### config.mk
export PLATFORM = sky130hd
export DESIGN_NAME = muldiv_unit
export DESIGN_NICKNAME = d
export VERILOG_FILES = /design/src/rtl/muldiv_unit.sv
export SDC_FILE = /design/constraint.sdc
export NUM_CORES = 1
export LEC_CHECK = 0
export ABC_AREA = 0
export BUFFER_PORTS_ARGS = -buffer_cell sky130_fd_sc_hd__buf_2
export CORE_ASPECT_RATIO = 1.25
export CORE_MARGIN = 3
export CORE_UTILIZATION = 44
export CTS_CLUSTER_SIZE = 40
export DETAILED_ROUTE_END_ITERATION = 12
export HOLD_SLACK_MARGIN = 0.03
export PLACE_DENSITY = 0.6
export SLEW_MARGIN = 20
export SYNTH_ARGS = -nofsm -noshare
export SYNTH_HDL_FRONTEND = slang
export SYNTH_SLANG_ARGS = --single-unit
### constraint.sdc
create_clock -name clk -period 4.6 [get_ports clk]
set_clock_uncertainty 0.05 [all_clocks]
set_input_delay 0.46 -clock clk [delete_from_list [all_inputs] [get_ports clk]]
set_output_delay 0.46 -clock clk [all_outputs]
set_load 0.05 [all_outputs]
### src/rtl/muldiv_unit.sv
// Iterative RV32M multiply/divide: 32-cycle shift-add multiply and restoring divide.
// Optional macro MULDIV_FASTPATH_EN lets trivial cases (x/0, overflow, mul by 0) skip CALC.
module muldiv_unit #(
  parameter int XLEN = 32
) (
  input  logic            clk,
  input  logic            rst_n,
  input  logic            start,
  input  logic [2:0]      funct3,
  input  logic [XLEN-1:0] rs1_data,
  input  logic [XLEN-1:0] rs2_data,
  input  logic [4:0]      rd,
  input  logic            kill,
  output logic            busy,
  output logic            done,
  output logic            reg_write,
  output logic [4:0]      write_reg,
  output logic [XLEN-1:0] write_data
);

  typedef enum logic [1:0] {IDLE = 2'd0, CALC = 2'd1, DONE = 2'd2} state_t;

  function automatic logic [XLEN-1:0] neg_word(input logic [XLEN-1:0] v, input logic neg);
    return neg ? -v : v;
  endfunction

  function automatic logic [2*XLEN-1:0] neg_dword(input logic [2*XLEN-1:0] v, input logic neg);
    return neg ? -v : v;
  endfunction

  state_t            state, state_nx;
  logic [2:0]        f3_q;
  logic [4:0]        rd_q;
  logic [XLEN-1:0]   op_a, op_b;
  logic [2*XLEN-1:0] acc;
  logic [XLEN:0]     rem;
  logic [5:0]        cnt;
  logic              neg_q, rem_neg, divz, ovf, mzero;

  logic              s1_sgn, s2_sgn, a_neg, b_neg;
  logic [XLEN-1:0]   abs_a, abs_b;
  logic              in_divz, in_ovf, in_mzero, accept;
  logic              busy_nx, done_nx, reg_write_nx;

  always_comb begin
    s1_sgn   = (funct3 == 3'b001) || (funct3 == 3'b010) || (funct3[2] && !funct3[0]);
    s2_sgn   = (funct3 == 3'b001) || (funct3[2] && !funct3[0]);
    a_neg    = s1_sgn && rs1_data[XLEN-1];
    b_neg    = s2_sgn && rs2_data[XLEN-1];
    abs_a    = neg_word(rs1_data, a_neg);
    abs_b    = neg_word(rs2_data, b_neg);
    in_divz  = funct3[2] && (rs2_data == '0);
    in_ovf   = funct3[2] && !funct3[0] && (rs1_data == {1'b1, {(XLEN-1){1'b0}}}) &&
               (rs2_data == '1);
    in_mzero = !funct3[2] && ((rs1_data == '0) || (rs2_data == '0));
    accept   = (state == IDLE) && start && !kill;
  end

`ifdef MULDIV_FASTPATH_EN
  wire fast_hit = in_divz || in_ovf || in_mzero;
`else
  wire fast_hit = 1'b0;
`endif

  always_ff @(posedge clk or negedge rst_n) begin
    if (!rst_n) state <= IDLE;
    else        state <= state_nx;
  end

  always_comb begin
    state_nx = state;
    case (state)
      IDLE:    if (accept) state_nx = fast_hit ? DONE : CALC;
      CALC:    if (kill) state_nx = IDLE;
               else if (cnt == 6'd31) state_nx = DONE;
      DONE:    state_nx = IDLE;
      default: state_nx = IDLE;
    endcase
  end

  always_comb begin
    busy_nx      = (state_nx != IDLE);
    done_nx      = (state == DONE) && !kill;
    reg_write_nx = done_nx && (rd_q != 5'd0);
  end

  // Iteration step: shift-add multiply, restoring divide
  logic [XLEN:0]   mul_sum;
  logic [XLEN+1:0] div_shift, div_diff;
  logic            div_ge;

  always_comb begin
    mul_sum   = {1'b0, acc[2*XLEN-1:XLEN]} + (acc[0] ? {1'b0, op_a} : '0);
    div_shift = {rem, acc[XLEN-1]};
    div_diff  = div_shift - {2'b00, op_b};
    div_ge    = !div_diff[XLEN+1];
  end

  // Result select with sign correction and forced special cases
  logic [2*XLEN-1:0] prod_c;
  logic [XLEN-1:0]   quot_c, rem_c, result;

  always_comb begin
    prod_c = neg_dword(acc, neg_q);
    quot_c = neg_word(acc[XLEN-1:0], neg_q);
    rem_c  = neg_word(divz ? op_a : rem[XLEN-1:0], rem_neg);
    case (f3_q)
      3'b000:                 result = mzero ? '0 : prod_c[XLEN-1:0];
      3'b001, 3'b010, 3'b011: result = mzero ? '0 : prod_c[2*XLEN-1:XLEN];
      3'b100, 3'b101:         result = divz ? '1 :
                                       ovf  ? {1'b1, {(XLEN-1){1'b0}}} : quot_c;
      default:                result = ovf ? '0 : rem_c;
    endcase
  end

  always_ff @(posedge clk or negedge rst_n) begin
    if (!rst_n) begin
      busy       <= 1'b0;
      done       <= 1'b0;
      reg_write  <= 1'b0;
      write_reg  <= '0;
      write_data <= '0;
    end else begin
      busy      <= busy_nx;
      done      <= done_nx;
      reg_write <= reg_write_nx;
      if (done_nx) begin
        write_reg  <= rd_q;
        write_data <= result;
      end
    end
  end

  always_ff @(posedge clk or negedge rst_n) begin
    if (!rst_n) begin
      f3_q    <= '0;
      rd_q    <= '0;
      op_a    <= '0;
      op_b    <= '0;
      acc     <= '0;
      rem     <= '0;
      cnt     <= '0;
      neg_q   <= 1'b0;
      rem_neg <= 1'b0;
      divz    <= 1'b0;
      ovf     <= 1'b0;
      mzero   <= 1'b0;
    end else if (accept) begin
      f3_q    <= funct3;
      rd_q    <= rd;
      op_a    <= abs_a;
      op_b    <= abs_b;
      acc     <= {{XLEN{1'b0}}, funct3[2] ? abs_a : abs_b};
      rem     <= '0;
      cnt     <= '0;
      neg_q   <= a_neg ^ b_neg;
      rem_neg <= a_neg;
      divz    <= in_divz;
      ovf     <= in_ovf;
      mzero   <= in_mzero;
    end else if (state == CALC) begin
      cnt <= cnt + 6'd1;
      if (f3_q[2]) begin
        rem             <= div_ge ? div_diff[XLEN:0] : div_shift[XLEN:0];
        acc[XLEN-1:0]   <= {acc[XLEN-2:0], div_ge};
      end else begin
        acc <= {mul_sum, acc[XLEN-1:1]};
      end
    end
  end

endmodule

* After elaboration in Yosys (flattened, before gate mapping) *
Cells that the tools add are included.
W data, S select, Z words.

operators by class
  shift-type cells = 0
  bitwise gates (word level) = 1
  multipliers = 0
  muxes and demuxes = 28
  reduce and logical (&&, ||, !) cells = 31
  eq/ne operators = 13
  add/sub/neg operators = 8
  div/mod/pow operators = 0
  magnitude comparators = 0

operators by type and width
  operator                count
  $mux W32                14
  $mux W64                3
  $mux W33                4
  $neg A32 Y32            4
  $pmux W32 S3            1
  $eq A32 B32 Y1 const B  2
  $logic_not A32 Y1       2
  $neg A64 Y64            1
  $sub A34 B32 Y34        1
  $add A32 B32 Y33        1
  $mux W6                 2
  $logic_and A1 B1 Y1     11
  $eq A3 B2 Y1 const B    3
  $add A6 B1 Y6 const B   1
  $eq A3 B1 Y1 const B    2
  $eq A3 B3 Y1 const B    2
  $eq A6 B5 Y1 const B    1
  $mux W2                 3
  $reduce_bool A2 Y1      3
  $reduce_bool A5 Y1      1
  $logic_not A1 Y1        4
  $logic_or A1 B1 Y1      4
  $pmux W2 S2             1
  $reduce_and A2 Y1       2
  8 further kinds         8

word-level totals
  RAM bits = 0
  output and inout bits = 40
  input bits = 76
  bits in latches = 0
  flip-flop bits (word level) = 222
  word-level logic and storage cells = 100
  memories kept = 0
  ROM bits = 0

* Longest topological paths before layout *
Gate-level depths: netlist (run 1).

  depth in word-level cells = 7
  gate-level depth with buffers = 16
  gate-level depth less buffers = 12

* Least setup slack after synthesis (run 1) *
No wires, ideal clock.

  path kind = reg-to-reg
  from = register divz
  to = register write_data[30]
  slack = 0.649 ns
  setup time = 0.126 ns
  required time = 4.424 ns
  stages on the path, launching flop included = 17
  path buffers = 6
  arrival = 3.775 ns
  clock period less this slack = 3.951 ns
  cell sequence = dfrtp_1 -> buf_2 -> buf_6 -> buf_2 -> buf_2 -> buf_2 -> buf_2 -> mux2i_1 -> ha_1 -> o221ai_1 -> or2_1 -> or2_1 -> or3_1 -> o31ai_1 -> xor2_1 -> o221ai_1 -> o32a_1

between the ends
  word-level cells in the longest chain between the ends = 5
  elaborated cells between the ends (all ways) = 6
  classes of those cells = 1 x add/sub; 5 x mux

RTL lines
  item                      RTL line  source
  start: declaration        38        logic neg_q, rem_neg, divz, ovf, mzero;
  start signal: assignment  158       divz <= in_divz;
  $mux W32                  106       rem_c = neg_word(divz ? op_a : rem[XLEN-1:0], rem_neg);
  $neg A32 Y32              24        return neg ? -v : v;
  $mux W32                  24
  $mux W32                  112       default: result = ovf ? '0 : rem_c;
  $pmux W32 S3 *            107       case (f3_q)
  end signal: assignment    129       write_data <= result;
  end: declaration          18        output logic [XLEN-1:0] write_data

Mark *: on every way between the ends. The rest lies on a longest branch, timed or not.
A chain may end at the register's enable or synchronous reset.

* Final worst setup path (run 1) *
  from = register acc[0]
  to = register acc[56]

between the ends
  word-level cells in the longest chain between the ends = 5

RTL lines
  item                              RTL line  source
  start: declaration                35        logic [2*XLEN-1:0] acc;
  start signal: assignment          153       acc <= {{XLEN{1'b0}}, funct3[2] ? abs_a : abs_b};
  start signal: indexed assignment  165       acc[XLEN-1:0] <= {acc[XLEN-2:0], div_ge};
  start signal: assignment          167       acc <= {mul_sum, acc[XLEN-1:1]};
  $mux W32                          93        mul_sum = {1'b0, acc[2*XLEN-1:XLEN]} + (acc[0] ? {1'b0, op_a} : '0);
  $add A32 B32 Y33                  93
  $mux W32                          163       if (f3_q[2]) begin
  $mux W64                          161       end else if (state == CALC) begin
  $mux W64                          148       end else if (accept) begin

No other way between the ends. The select of a mux whose other input is x is not followed.

==> summary.txt, run 1 <==
Outcome
  • Outcome: finished, final reports clean

Cells and area
  • Area grow syn2layout: 11.5%
  • Max FFs per register: 64
  • Largest regs: acc (64), rem (33)
  • Share of layout cells above drive strength 1: 12.3%
  • Post-route cell area: 19300 um^2
  • Fin nets: 2294
  • Layout Utilization: 50.0%
  • Reg with most FFs: acc

Logic synthesis
  • EDFF count, synth: 0
  • Syn_nets: about 2200
  • Mean Syn Cell Area: 8.32 um^2
  • Most used DFF post-synth: dfrtp_1
  • Dominant cell type by area after synthesis: dfrtp_1
  • Post-synthesis sequential area ratio: 32.1%
  • Mapped cell area: 17300 um^2
  • Top post-synthesis cells by area: dfrtp_1 32%, nand2_1 6.0%, o21ai_0 5.7%
  • Post-synth ARST share: 100%
  • Gate Count Post-Synth: 2079
  • Number of distinct library cells after synthesis: between 80 and 90
  • Ys Warns: 0
  • Most instantiated cells after synthesis: 276 x nand2_1, 222 x dfrtp_1, 196 x o21ai_0
  • Post-synth top area share: 32.1%
  • Most common cell in the netlist: nand2_1
  • FF+latch count, synth: 222

Die
  • Num rows: 80
  • Die ar.: 41700 um^2
  • Chip Height: 228 um
  • Initial Util: about 45%
  • I/O pins: around 120
  • DIE WIDTH: 183 um
  • Core Box Area: 38500 um^2

Route
  • Final ANT Viol Nets: 0
  • DR DRC count: 0
  • Vias per std cell: 5.89
  • Routed len/inst: 20.7 um
  • Total Wirelength: roughly 55 mm
  • Via count: 15700
  • Starting DRC count in detailed routing: 1158
  • First-pass iteration count of the detailed router: 6

Global routing
  • First-pass GRT wire length: between 80 and 90 mm
  • Antenna violations before repair: 0
  • Number of global-route vias before repair: about 15000
  • Gr usage total: 26.1%
  • Largest net degree at the start of global routing: 99
  • Total grt overflow: 0

Power
  • Worst vdd ir: 0.361 mV
  • Total design power: 0.0117 W
  • Pwr/cell area: 607 nW/um^2
  • Total leakage power: 8.49 nW

Timing
  • Setup TNS: 0 ns
  • Final hold viol count: 0
  • RSZ-0062 raised after global routing: no
  • Count of final setup violators: 0
  • Worst-Margin Slew: roughly 1.1 ns
  • Slew Limit Fails: 0
  • Fmax: 256 MHz
  • Final WS setup: 0.688 ns
  • Final min period: 3.91 ns
  • Worst rel slew slack: 29.2%
  • Period utilisation layout: between 80% and 90%

Place
  • Post-DP HPWL: 42.4 mm
  • Dpl ws: ~0.73 ns
  • Routability Congestion: between 0.8 and 0.9
  • Input/output buffers: ~120
  • Placed cell area: 18300 um^2

Critical path
  • CP peak stage delay: 1.04 ns
  • CP arrival: between 4 and 5 ns
  • Worst path cell trace: and2_1 -> ha_1 -> a21o_1 -> a21o_1 -> a21oi_1 -> a21boi_0 -> nor4_1 -> o21a_1 -> o21a_1 -> or3_1 -> a32o_1
  • Slowest stage cell, crit path: dfrtp_1
  • Setup CP Type: reg -> reg
  • Crit-path max FO: 38
  • CP endpoint kind: flip-flop
  • CP required: 5.00 ns
  • CP startpoint kind: flip-flop

Clock tree
  • CTS Buffer Depth: 3
  • Clock Tree Root: clkbuf_16
  • Skew-Pair Late Insertion Delay: ~0.57 ns
  • # resized after CTS: 0
  • Sink Count: ~220
  • CTS tree: built
  • H-tree levels: 1
  • Worst-path clk slew: approximately 0.060 ns
  • Total CTS buffers: 27

Run
  • Max-cap violation count: 0

Hold path
  • Hold WC Path Type: in -> reg
## layer usage
metal / share of wire, % / vias up / global-route usage (%)
met1: 45 / 7546 / 36.0
met5: 0 / - / 0
met3: 4.9 / 81 / 2.53
met4: 2.7 / 0 / 7.60
li1: - / 7598 / -
met2: 47 / 440 / 43.9
## worst max-delay path, delay by kind of cell (launching register included)
family | cells | cell delay (ns)
compound gates | 7 | 1.67
flops | 1 | 1.04
simple gates | 3 | 0.75
fa+ha+maj | 1 | 0.28
## cell type report
cell class	instances	area, um^2
inverters	61	229
flip-flops and latches	222	5560
well taps	492	616
repair buffers	149	878
fillers	3739	19300
multi-input cells	1685	11100
clock inverters	17	214
diodes	1	2.50
clock buffers	33	708
## power breakdown
| part | switching, W | internal [W] |
|---|---|---|
| clock network | 0.000918 | 0.00133 |
| logic | 0.00345 | 0.00261 |
| registers | 0.000927 | 0.00246 |
| total | 0.00530 | 0.00640 |
## cells by family (layout without fill, tap and decap cells)
family / count (synthesis) / in the layout / share of synthesized area (%)
AO/OA/AOI/OAI: 613 / 613 / 22.7
adder cells (fa/ha/maj): 72 / 72 / 5.30
multiplexers: 103 / 103 / 6.17
other: 0 / 1 / 0
flip-flops: 222 / 222 / 32.1
buffers and inverters: 172 / 260 / 4.08
XOR/XNOR: 206 / 206 / 10.4
AND/OR/NAND/NOR: 691 / 691 / 19.2
## cells in the final DEF, fill, tap and decap left out, types with 9 or more instances in the layout
master,netlist,routed
mux2i_1,76,76
nor4_1,9,9
nand3_1,25,25
nor2_1,153,153
buf_2,8,114
dfrtp_1,222,219
and3_1,9,9
o221ai_1,29,29
buf_4,6,27
a31oi_1,11,11
o22a_1,20,20
o31ai_1,33,33
nand4_1,20,20
nand2_1,276,276
a21o_1,33,33
mux2_2,26,26
xnor2_1,100,100
xor2_1,106,106
o21ai_0,196,196
a222oi_1,10,10
o21bai_1,14,13
and2_1,39,38
or3_1,24,24
o21ai_1,43,42
nor2b_1,12,11
nand2b_1,22,22
o21a_1,9,9
o211ai_1,12,12
ha_1,70,70
nor3_1,41,40
clkbuf_16,0,27
o22ai_1,9,9
inv_1,61,61
o41ai_1,17,17
a21oi_1,115,115
## final timing paths
kind	start	to	slack, ns	cells after the start
setup / recovery	acc[0]	acc[56]	0.69	11
hold / removal	rd[0]	rd_q[0]	0.06	3
setup reg to reg	acc[0]	acc[56]	0.69	11
hold reg to reg	op_b[31]	op_b[31]	0.43	2
max in group asynchronous	rst_n	write_reg[1]	2.94	3
min in group asynchronous	rst_n	write_data[4]	0.50	2
## stage by stage
| stage | cells | hold slack, ns |
|---|---|---|
| detailed placement | 2604 | 0.421 |
| floorplan | 2079 | 0.114 |
| global route | 2659 | 0.0577 |
| CTS | 2659 | 0.0373 |
| global placement | 2604 | 0.416 |
| finish | 2660 | 0.0642 |
## what timing repair did
action / 4_1_cts / 5_1_grt
hold buffers: 5 / 0
setup buffers: 0 / 0
hold endpoints to repair: 100 / 0
(Power assumes the default switching activity.)
==> run 2: changes to the inputs <==
--- a/config.mk
+++ b/config.mk
@@ -6,14 +6,14 @@
 export NUM_CORES = 1
 export LEC_CHECK = 0
 export ABC_AREA = 0
-export BUFFER_PORTS_ARGS = -buffer_cell sky130_fd_sc_hd__buf_2
 export CORE_ASPECT_RATIO = 1.25
 export CORE_MARGIN = 3
 export CORE_UTILIZATION = 44
 export CTS_CLUSTER_SIZE = 40
 export DETAILED_ROUTE_END_ITERATION = 12
+export DONT_BUFFER_PORTS = 1
 export HOLD_SLACK_MARGIN = 0.03
-export PLACE_DENSITY = 0.6
+export PLACE_DENSITY = 0.58
 export SLEW_MARGIN = 20
 export SYNTH_ARGS = -nofsm -noshare
 export SYNTH_HDL_FRONTEND = slang
==> run 2 against run 1 <==
The flow now finishes with violations (negative hold slack). Critical path depth stayed put. Die area is the same. First-iteration DRC count is 11% higher. Non-clock buffer count decreased by 117. Maximum frequency is 0.92% higher.
==> summary.txt, run 2 (synthesis gave the netlist of run 1 again) <==
Cells and area
  • Largest regs: acc (64), rem (33) (unchanged)
  • Share of layout cells above drive strength 1: 6.93% (was 12.3%)
  • Area grow syn2layout: 8.11% (was 11.5%)
  • Max FFs per register: 64 (unchanged)
  • Multi-input logic area: 11100 um^2 (about the same)
  • Most frequent cells in the layout: 276 x nand2_1, 219 x dfrtp_1, 196 x o21ai_0, 153 x nor2_1, 115 x a21oi_1 (unchanged)
  • Reg with most FFs: acc (unchanged)
  • Layout Cells excl Fill: 2540 (was 2660)
  • Register area: 5560 um^2 (unchanged)
  • Filler Cell Count: 3677 (was 3739)
  • Post-route cell area: 18700 um^2 (was 19300 um^2)
  • Ant diodes: 0 (was 1)
  • Fin nets: 2176 (was 2294)
  • Commonest non-fill, non-tap cell in the layout: nand2_1 (unchanged)

Critical path
  • CP endpoint kind: flip-flop (unchanged)
  • Worst path top cell family by delay: compound AO/OA/AOI/OAI gates (unchanged)
  • Slowest stage cell, crit path: o31ai_1 (was dfrtp_1)
  • Setup CP Type: reg -> reg (unchanged)
  • CP peak stage delay: 0.72 ns (was 1.04 ns)
  • CP required: 5.03 ns (was 5.00 ns)
  • Most frequent CP cell: o21ai_1
  • Worst path cell trace: ha_1 -> a211oi_1 -> nor2_1 -> o21ai_0 -> a311oi_2 -> o31ai_1 -> o21ai_1 -> a211oi_4 -> buf_12 -> mux2_2 -> o21ai_1 (was and2_1 -> ha_1 -> a21o_1 -> a21o_1 -> a21oi_1 -> a21boi_0 -> nor4_1 -> o21a_1 -> o21a_1 -> or3_1 -> a32o_1)
  • CP arrival: 4.31 ns (about the same)
  • CP startpoint kind: flip-flop (unchanged)
  • Crit path buf inv count: 1 (was 0)
  • Crit-path max FO: 37 (was 38)

Die
  • Die ar.: 41700 um^2 (unchanged)
  • I/O pins: 116 (unchanged)
  • Num rows: 80 (unchanged)
  • Core Box Area: 38500 um^2 (unchanged)
  • Chip Height: 228 um (unchanged)
  • DIE WIDTH: 183 um (unchanged)
  • Initial Util: 44.9% (unchanged)

Global routing
  • Number of global-route vias before repair: 14500 (was 15300)
  • Total grt overflow: 0 (unchanged)
  • Gr usage total: 25.6% (was 26.1%)
  • First-pass GRT wire length: 84.5 mm (was 86.5 mm)
  • Largest net degree at the start of global routing: 223 (was 99)
  • Antenna violations before repair: 0 (unchanged)

Timing
  • Period utilisation layout: 84.3% (was 85.0%)
  • Worst-Margin Slew: 1.05 ns (was 1.06 ns)
  • Setup TNS: 0 ns (unchanged)
  • Slew Limit Fails: 0 (unchanged)
  • Final hold viol count: 222 (was 0)
  • Worst rel slew slack: 29.8% (was 29.2%)
  • RSZ-0062 raised after global routing: no (unchanged)
  • Count of final setup violators: 0 (unchanged)
  • Final WS setup: 0.724 ns (was 0.688 ns)
  • Fmax: 258 MHz (was 256 MHz)
  • Final min period: 3.88 ns (was 3.91 ns)
  • Hold_ws: -0.444 ns (was 0.0642 ns)

Power
  • Total design power: 0.0116 W (was 0.0117 W)
  • Total leakage power: 7.97 nW (was 8.49 nW)
  • Worst vdd ir: 0.445 mV (was 0.361 mV)
  • Pwr/cell area: 620 nW/um^2 (was 607 nW/um^2)

Clock tree
  • CTS Buffer Depth: 3 (unchanged)
  • Clock Tree Root: clkbuf_16 (unchanged)
  • # resized after CTS: 0 (unchanged)
  • CTS Hold Bufs: 9 (was 5)
  • Skew-Pair Late Insertion Delay: 0.56 ns (was 0.57 ns)
  • CTS tree: built (unchanged)
  • Post CTS Setup Buffer Count: 0 (unchanged)
  • Total CTS buffers: 26 (was 27)
  • Worst-path clk slew: 0.06 ns (about the same)
  • H-tree levels: 1 (unchanged)
  • Sink Count: 222 (unchanged)

Place
  • Placed cell area: 17700 um^2 (was 18300 um^2)
  • Routability Congestion: 0.920 (was 0.880)
  • Input/output buffers: 0 (was 115)
  • Post-DP HPWL: 41.5 mm (was 42.4 mm)
  • Placed cell count: 2483 (was 2604)
  • Dpl ws: 0.726 ns (was 0.733 ns)

Route
  • Final ANT Viol Nets: 0 (unchanged)
  • Via count: 15300 (was 15700)
  • Vias per std cell: 6.01 (was 5.89)
  • Routed len/inst: 21.4 um (was 20.7 um)
  • First-pass iteration count of the detailed router: 8 (was 6)
  • DR DRC count: 0 (unchanged)
  • Starting DRC count in detailed routing: 1282 (was 1158)
  • Total Wirelength: 54.3 mm (was 55.1 mm)

Outcome
  • Outcome: finished, violations left (was finished, final reports clean)
  • Failing checks: negative hold slack

Hold path
  • Hold WC Path Type: in -> async (was in -> reg)

Run
  • Max-cap violation count: 0 (unchanged)
-- run 2: report_power, final --
| group | total, W | internal (W) | switching (W) |
|---|---|---|---|
| Clock | 0.00229 | 0.00141 | 0.000886 |
| Combinational | 0.00594 | 0.00257 | 0.00338 |
| Sequential | 0.00336 | 0.00246 | 0.000899 |
| Total | 0.0116 | 0.00644 | 0.00516 |
-- run 2: worst reg2reg max path: stages (launching register included) --
cell      delay, ns
dfrtp_1        0.44
ha_1           0.37
a211oi_1       0.25
nor2_1         0.12
o21ai_0        0.29
a311oi_2       0.21
o31ai_1        0.73
o21ai_1        0.27
a211oi_4       0.29
buf_12         0.27
mux2_2         0.41
o21ai_1        0.11
-- run 2: final timing paths --
path | cells after the start | end | startpoint | slack, ns
worst max-delay path | 11 | rem[0] | rem[5] | 0.72
worst min-delay path | 0 | acc[38] | rst_n | -0.44
worst max register to register | 11 | rem[0] | rem[5] | 0.72
worst min register to register | 2 | op_b[31] | op_b[31] | 0.43
max in group asynchronous | 0 | f3_q[2] | rst_n | 4.46
min in group clk | 3 | acc[14] | funct3[2] | 0.06
-- run 2: layout make-up --
cell class / instances / area share [%]
multi-input combinational: 1685 / 59.3
inverter: 61 / 1.22
clock inverter: 9 / 0.803
clock buffer: 39 / 4.23
tap: 492 / 3.29
sequential: 222 / 29.7
timing repair buffer: 32 / 1.47
-- run 2: layer usage --
layer / track usage (%) / wire length (um) / vias to the layer above
met5: 0 / 0 / -
met1: 35.7 / 24200 / 7297
met2: 41.5 / 25000 / 516
met3: 4.14 / 3580 / 89
met4: 7.30 / 1470 / 0
li1: - / - / 7359
-- run 2: stage by stage --
| stage | hold WS [ns] | utilization, % |
|---|---|---|
| after floorplan | 0.114 | - |
| after global placement | 0.131 | 45.8 |
| after detailed placement | 0.130 | 45.8 |
| after CTS | -0.463 | 48.5 |
| after global routing | -0.473 | 48.5 |
| final | -0.444 | 48.5 |
